**config.mk**
```make
export PLATFORM = sky130hd
export DESIGN_NAME = sequential_divider
export DESIGN_NICKNAME = d
export VERILOG_FILES = /design/src/rtl/sequential_divider.sv
export SDC_FILE = /design/constraint.sdc
export NUM_CORES = 1
export LEC_CHECK = 0
export BUFFER_PORTS_ARGS = -buffer_cell sky130_fd_sc_hd__buf_2
export CAP_MARGIN = 10
export CORE_MARGIN = 2
export CORE_UTILIZATION = 26
export CTS_CLUSTER_DIAMETER = 60
export CTS_CLUSTER_SIZE = 16
export DETAILED_ROUTE_END_ITERATION = 6
export GPL_TIMING_DRIVEN = 0
export PLACE_DENSITY = 0.53
export SLEW_MARGIN = 20
export SYNTH_ARGS = -nofsm -noshare
export SYNTH_HDL_FRONTEND = slang
export SYNTH_SLANG_ARGS = --single-unit
export TNS_END_PERCENT = 10
```
**constraint.sdc**
```tcl
create_clock -name clk -period 3.7 [get_ports clk]
set_input_delay 0.185 -clock clk [delete_from_list [all_inputs] [get_ports clk]]
set_output_delay 0.185 -clock clk [all_outputs]
set_load 0.01 [all_outputs]
```
**src/rtl/sequential_divider.sv**
```systemverilog
// rtl/sequential_divider.sv - multi-cycle signed restoring divider (quotient/LO, remainder/HI)
// One trial subtraction per cycle on operand magnitudes; sign fix-up and divide-by-zero in FIX.
module sequential_divider #(
  parameter int WIDTH = 32
) (
  input  logic             clk,
  input  logic             reset,
  input  logic             start,
  input  logic [WIDTH-1:0] A,
  input  logic [WIDTH-1:0] B,
  output logic [WIDTH-1:0] quotient,
  output logic [WIDTH-1:0] remainder,
  output logic             busy,
  output logic             done,
  output logic             div_by_zero
);

  typedef enum logic [1:0] {IDLE, CALC, FIX} state_t;

  state_t           state_q;
  logic [4:0]       count_q;
  logic [WIDTH-1:0] rem_q;
  logic [WIDTH-1:0] dvd_q;
  logic [WIDTH-1:0] bmag_q;
  logic [WIDTH-1:0] a_q;
  logic             sign_a_q;
  logic             sign_b_q;
  logic             b_zero_q;
  logic [WIDTH-1:0] quotient_q;
  logic [WIDTH-1:0] remainder_q;
  logic             busy_q;
  logic             done_q;
  logic             div_by_zero_q;

  logic [WIDTH-1:0] a_mag;
  logic [WIDTH-1:0] b_mag;
  logic [WIDTH:0]   shifted;
  logic [WIDTH:0]   diff;
  logic             trial_ok;
  logic [WIDTH-1:0] rem_d;
  logic [WIDTH-1:0] dvd_d;
  logic [WIDTH-1:0] quotient_d;
  logic [WIDTH-1:0] remainder_d;
  logic             div_by_zero_d;

  // The most negative value maps to itself, which read unsigned is exactly 2^(WIDTH-1).
  assign a_mag = A[WIDTH-1] ? (WIDTH'(0) - A) : A;
  assign b_mag = B[WIDTH-1] ? (WIDTH'(0) - B) : B;

  // rem_q < |B| <= 2^(WIDTH-1), so the shifted value fits WIDTH+1 bits and the
  // WIDTH+1-bit difference has a valid sign bit acting as the borrow.
  always_comb begin
    shifted  = {rem_q, dvd_q[WIDTH-1]};
    diff     = shifted - {1'b0, bmag_q};
    trial_ok = ~diff[WIDTH];
    rem_d    = trial_ok ? diff[WIDTH-1:0] : shifted[WIDTH-1:0];
    dvd_d    = {dvd_q[WIDTH-2:0], trial_ok};
  end

  always_comb begin
    quotient_d    = (sign_a_q ^ sign_b_q) ? (WIDTH'(0) - dvd_q) : dvd_q;
    remainder_d   = sign_a_q ? (WIDTH'(0) - rem_q) : rem_q;
    div_by_zero_d = 1'b0;
    if (b_zero_q) begin
      quotient_d    = '0;
      remainder_d   = a_q;
      div_by_zero_d = 1'b1;
    end
  end

  always_ff @(posedge clk) begin
    if (reset) begin
      state_q       <= IDLE;
      count_q       <= '0;
      rem_q         <= '0;
      dvd_q         <= '0;
      bmag_q        <= '0;
      a_q           <= '0;
      sign_a_q      <= 1'b0;
      sign_b_q      <= 1'b0;
      b_zero_q      <= 1'b0;
      quotient_q    <= '0;
      remainder_q   <= '0;
      busy_q        <= 1'b0;
      done_q        <= 1'b0;
      div_by_zero_q <= 1'b0;
    end else begin
      done_q <= 1'b0;
      case (state_q)
        IDLE: begin
          if (start) begin
            sign_a_q <= A[WIDTH-1];
            sign_b_q <= B[WIDTH-1];
            b_zero_q <= (B == '0);
            a_q      <= A;
            bmag_q   <= b_mag;
            dvd_q    <= a_mag;
            rem_q    <= '0;
            count_q  <= '0;
            busy_q   <= 1'b1;
            state_q  <= CALC;
          end
        end
        CALC: begin
          rem_q   <= rem_d;
          dvd_q   <= dvd_d;
          count_q <= count_q + 5'd1;
          if (count_q == 5'd31) begin
            state_q <= FIX;
          end
        end
        FIX: begin
          quotient_q    <= quotient_d;
          remainder_q   <= remainder_d;
          div_by_zero_q <= div_by_zero_d;
          done_q        <= 1'b1;
          busy_q        <= 1'b0;
          state_q       <= IDLE;
        end
        default: begin
          busy_q  <= 1'b0;
          state_q <= IDLE;
        end
      endcase
    end
  end

  assign quotient    = quotient_q;
  assign remainder   = remainder_q;
  assign busy        = busy_q;
  assign done        = done_q;
  assign div_by_zero = div_by_zero_q;

endmodule
```
; ---- Yosys cells after proc, flatten, opt, wreduce, memory -nomap -nowiden
; Index checks and enable logic that the tools add are counted.
[word_totals]
input_bits = 67
wordCells = 55
regBits = 205
out_inout_bits = 67
[classes]
n_eq_ne = 5
add_sub_neg = 6
bitwise_logic = 3
n_reduce_logical = 7
muxes = 20
[ops]
columns = operator, n
row1 = $mux 32, 9
row2 = $pmux 32 s2, 2
row3 = $sub 1x32->32 const A, 4
row4 = $sub 33x32->33, 1
row5 = $logic_not 32->1, 1
row6 = $pmux 5 s2, 1
row7 = $reduce_and 2->1, 4
row8 = $add 5x1->5 const B, 1
row9 = $eq 5x5->1 const B, 1
row10 = $mux 5, 1
row11 = $mux 2, 2
row12 = $ne 2x2->1 const B, 2
row13 = $pmux 2 s2, 1
row14 = $mux 1, 3
row15 = $eq 2x1->1 const B, 1
row16 = $eq 2x2->1 const B, 1
row17 = $logic_not 2->1, 1
row18 = $not 1->1, 2
row19 = $pmux 1 s2, 1
row20 = $reduce_bool 2->1, 1
row21 = $xor 1x1->1, 1

; ---- Logic depth before layout (Yosys ltp)
[depth]
ltp_word = 4
depth_mapped = 15
mapped_depth_nobuf = 12

; ---- Least setup slack after synthesis
; OpenSTA, ideal clock, no wires.
[synth_path]
path_type = reg2reg
start = register dvd_q[31]
end = register rem_q[20]
t_required_ns = 3.566
setup_time_ns = 0.134
synth_period_minus_slack_ns = 3.388
arrival_ns = 3.254
path_slack_ns = 0.312
stages_incl_launch_ff = 16
path_cell_list = dfxtp_1 -> inv_1 -> ha_1 -> fa_1 -> nand2b_1 -> a21o_1 -> a31oi_1 -> a311o_1 -> and2_1 -> a211o_1 -> a21o_1 -> clkbuf_1 -> and2_1 -> clkbuf_1 -> buf_1 -> o211ai_1
[synth_via]
elab_chain_len = 3
[synth_lines]
columns = item, line_no
row1 = "start, declared", 23  ; logic [WIDTH-1:0] dvd_q;
row2 = "start signal, assigned", 97  ; dvd_q <= a_mag;
row3 = "start signal, assigned", 106  ; dvd_q <= dvd_d;
row4 = $sub 33x32->33, 54  ; diff = shifted - {1'b0, bmag_q};
row5 = $mux 32, 56  ; rem_d = trial_ok ? diff[WIDTH-1:0] : shifted[WIDTH-1:0];
row6 = $pmux 32 s2, 89  ; case (state_q)
row7 = "end signal, assigned", 105  ; rem_q <= rem_d;
row8 = "end, declared", 22  ; logic [WIDTH-1:0] rem_q;
; Every way passes these cells.
; A chain may end at the register's enable or synchronous reset.

; ---- Worst setup path after layout
[layout_path]
start = register rem_q[18]
end = register rem_q[30]
[layout_via]
elab_chain_len = 3
[layout_lines]
columns = item, line_no
row1 = $sub 33x32->33, 54
row2 = $mux 32, 56
row3 = $pmux 32 s2, 89
; Every way passes these cells.

==> reports/qor.csv <==
stage,metric,value,unit
sta,post-route-min-period,3527,ps
sta,setup_viol,0,
global_route,antenna_found_initial,0,
sta,drv_slew,0,
worst_hold_path,hold_path.class,input port to register,
synth,synthesis.area,0.01212,mm^2
die,io_pins,134,
critical_path,worst-path-max-fanout,10,
power,power_leakage,5.774,nW
clocking,cts_buffers,26,
clocking,cts_max_level,1,
global_route,grt_pass1_vias,11640,
power,p_sw_share,30.96,%
die,start_util,26.20,%
route,drt_iter0_drc,873,
global_route,grt-ovfl-total,0,
synth,synth_edf_count,0,
route,via_per_inst,5.069,
status,status,"complete, no violations",
synth,synth.distinct_cells,65,
route,drtAntennaViolNets,0,
route,drc,0,
clocking,clkSlewWorstSetupHoldPaths,70,ps
clocking,tritoncts,yes,
placement,placed_area,0.01354,mm^2
layout,syn_to_final_growth,22.85,%
die,chipWidth,219.9,um
clocking,cts_sinks,204,
placement,numPortBuffers,132,
power,finalPower,6.024,mW
sta,timing.final.ws_setup,173.5,ps
die,core_area,0.04626,mm^2
critical_path,path_cells,ha_1 -> clkbuf_1 -> a21oi_1 -> o21ai_1 -> or3_1 -> a311o_1 -> and2_1 -> a211o_1 -> a21o_4 -> and2_1 -> buf_4 -> buf_4 -> o211ai_1,
route,via_count,12380,
placement,hpwlAfterDp,33270,um
critical_path,reg2reg_depth,13,
route,finalWirelength,42450,um
global_route,grt_use_total,17.01,%
global_route,grt_max_degree,16,
clocking,clk_path_buf_depth,3,
critical_path,setup.worst_path.end,rem_q[30],
power,power_switching,1.865,mW
critical_path,slowest_stage,dfxtp_2,
synth,yosysSeqAreaShare,33.69,%
critical_path,critPathLaunch,rem_q[18],
power,seqPwrFrac,39.1,%
synth,syn-num-nets,1720,
critical_path,crit_required,4170,ps
critical_path,critPathBufInv,3,
sta,clock.fmax,283.6,MHz
layout,drive_gt1_share,11.61,%
synth,ys_warn_count,0,
critical_path,slowest_delay,430,ps
critical_path,reg2reg_to,rem_q[30],
flow_run,max_cap_viol_count,0,
global_route,grt_pass1_wl,64960,um
clocking,cts_root_buf,clkbuf_16,
synth,synth_cells,1614,
die,die_area,0.04836,mm^2
power,p_per_area,404.5,mW/mm^2
sta,fin_skew,24.73,ps
synth,syn_area_per_cell,7.510,um^2
placement,globalplace.congestion,0.8708,
die,rows,79,
critical_path,r2r-start,rem_q[18],
synth,yosys_most_used_dff,dfxtp_1,
sta,min_period_over_period,95.31,%
layout,n_antenna_cell,0,
layout,fin_util,32.19,%
critical_path,crit_cells,13,
sta,finalSetupTns,0,ps
power,p_int,4.159,mW
synth,ys_ff_latch,204,
critical_path,cp-start-kind,register,
power,pwr-share-clk,43.6,%
layout,design_area,0.01489,mm^2
layout,fin_nets,1921,
sta,hold_viol_final,0,
sta,worst_pin_slew,978.3,ps
synth,async_flop_share,0,%
clocking,insertion_delay,560,ps
sta,max_slew_margin,34.78,%
route,dr.pass1.iters,5,
worst_hold_path,hold_path.startpoint,B[21],
critical_path,criticalPathCategory,register to register,
power,ir_drop,0.3278,mV
die,die_h,219.9,um
placement,pre_cts_ws,-895.3,ps
power,p_comb_share,17.3,%
worst_hold_path,min_path_cells,3,
route,routedWlPerCell,17.38,um
critical_path,cp-end-kind,register,
critical_path,arrival,4000,ps
critical_path,path_delay_family,compound AO/OA/AOI/OAI gates,
critical_path,r2r_slack,170,ps
-- worst min path at each step --
stage	end	slack (ps)
2_1_floorplan	a_q[10]	320
3_3_place_gp	remainder[31]	440
3_5_place_dp	remainder[2]	450
4_1_cts	bmag_q[21]	5
5_1_grt	bmag_q[21]	30
6_report	bmag_q[21]	10
-- repair_timing --
item / CTS / global route
hold buffers: 36 / 0
setup buffers: 0 / 6
cloned: 0 / 0
hold endpoints to repair: 46 / 0
endpoints found under the setup margin: 33 / 31
pin swaps: 0 / 2
resized for setup: 9 / 12
-- synthesized netlist by cell type (3+ instances only) --
library cell  number  area [um^2]
o21a_1            13        97.59
o21ai_1           24        120.1
a31oi_1            6        37.54
o31ai_1           25        187.7
o21ai_0           62        310.3
ha_1              38        475.5
mux2i_1            5        50.05
nand4_1           32        200.2
nand3_1            9        45.04
xor2_1            78        683.2
o211ai_1          30        225.2
a21oi_1          154        770.7
o41ai_1           11        96.34
or4_4              3        33.78
nor2b_1            9        56.30
buf_1              9        33.78
inv_1             48        180.2
a21boi_1           3        22.52
and2_1             6        37.54
a211oi_1          38        285.3
nor3_1            25        125.1
nand2_1          307         1152
or3_1             16        100.1
o2111ai_1          3        26.28
and3_1            13        81.33
a21o_1            14        105.1
dfxtp_1          204         4084
xnor2_1           58        508.0
nor4_1            16        100.1
o21bai_1           3        22.52
or2_2              3        18.77
clkbuf_1         102        382.9
a22oi_1           58        435.4
or4_1             12        90.09
o31ai_2            3        37.54
o31a_1             3        26.28
nor2_1           123        461.7
a221oi_1           3        26.28
nand2b_1          12        75.07
-- layer usage --
metal  vias up  global-route usage, %  wire length, um
met1      5846                  23.04            19590
met4         0                  4.116              866
met2       362                  28.02            19250
met3        56                  2.871             2753
li1       6114                      -                -
met5         -                      0                0
-- logic make-up (layout without fill, tap and decap cells) --
family,after synthesis,count (layout),share of synthesized area [%]
AOI/OAI and AO/OA,473,473,25.01
adders and majority gates,39,39,4.088
buffers and inverters,162,383,5.089
and+or+nand+nor,594,594,21.79
xor gates and xnor gates,136,136,9.827
DFF,204,204,33.69
muxes,6,6,0.5058
-- per-stage QoR --
stage | hold slack [ps] | std cells
4_1_cts | 5.316 | 2436
2_1_floorplan | 321.0 | 1614
3_3_place_gp | 444.3 | 2353
6_report | 13.07 | 2442
3_5_place_dp | 445.8 | 2353
5_1_grt | 30.09 | 2442
-- layout by cell type (no fill, tap or decap), types with 58 or more instances in the layout --
cell / synthesis / layout
buf_2: 1 / 133
xnor2_1: 58 / 58
a22oi_1: 58 / 58
dfxtp_1: 204 / 201
nand2_1: 307 / 307
o21ai_0: 62 / 62
nor2_1: 123 / 123
xor2_1: 78 / 78
clkbuf_1: 102 / 98
a21oi_1: 154 / 154
-- worst min-delay path, cell delays in order --
cell and delay (ps):
buf_2 90, xor2_1 150, a211oi_1 90
-- area by class of cell --
type                    instances  area, um^2
repair buffers                174        1066
inverters                      49       183.9
clock buffers                  28       658.1
fillers                      5045       31370
multi-input cells            1248        7456
plain buffers                 112       441.7
flip-flops and latches        204        4088
well taps                     607       759.5
clock inverters                20       239.0
-- power groups by stage --
stage / clock, mW / combinational [mW] / sequential [mW]
2_1_floorplan: 0 / 0.693 / 2.38
3_3_place_gp: 0 / 0.983 / 2.40
3_5_place_dp: 0 / 0.994 / 2.40
4_1_cts: 2.68 / 1.03 / 2.36
5_1_grt: 2.76 / 1.16 / 2.37
6_report: 2.63 / 1.04 / 2.36
-- flip-flops by register name (all words and copies together) (netlist names), 2 cells and up --
signal / cells
a_q: 32
state_q: 2
bmag_q: 32
rem_q: 32
remainder: 32
quotient: 32
dvd_q: 32
count_q: 5
Note: power is estimated with default switching activity, not from simulation.
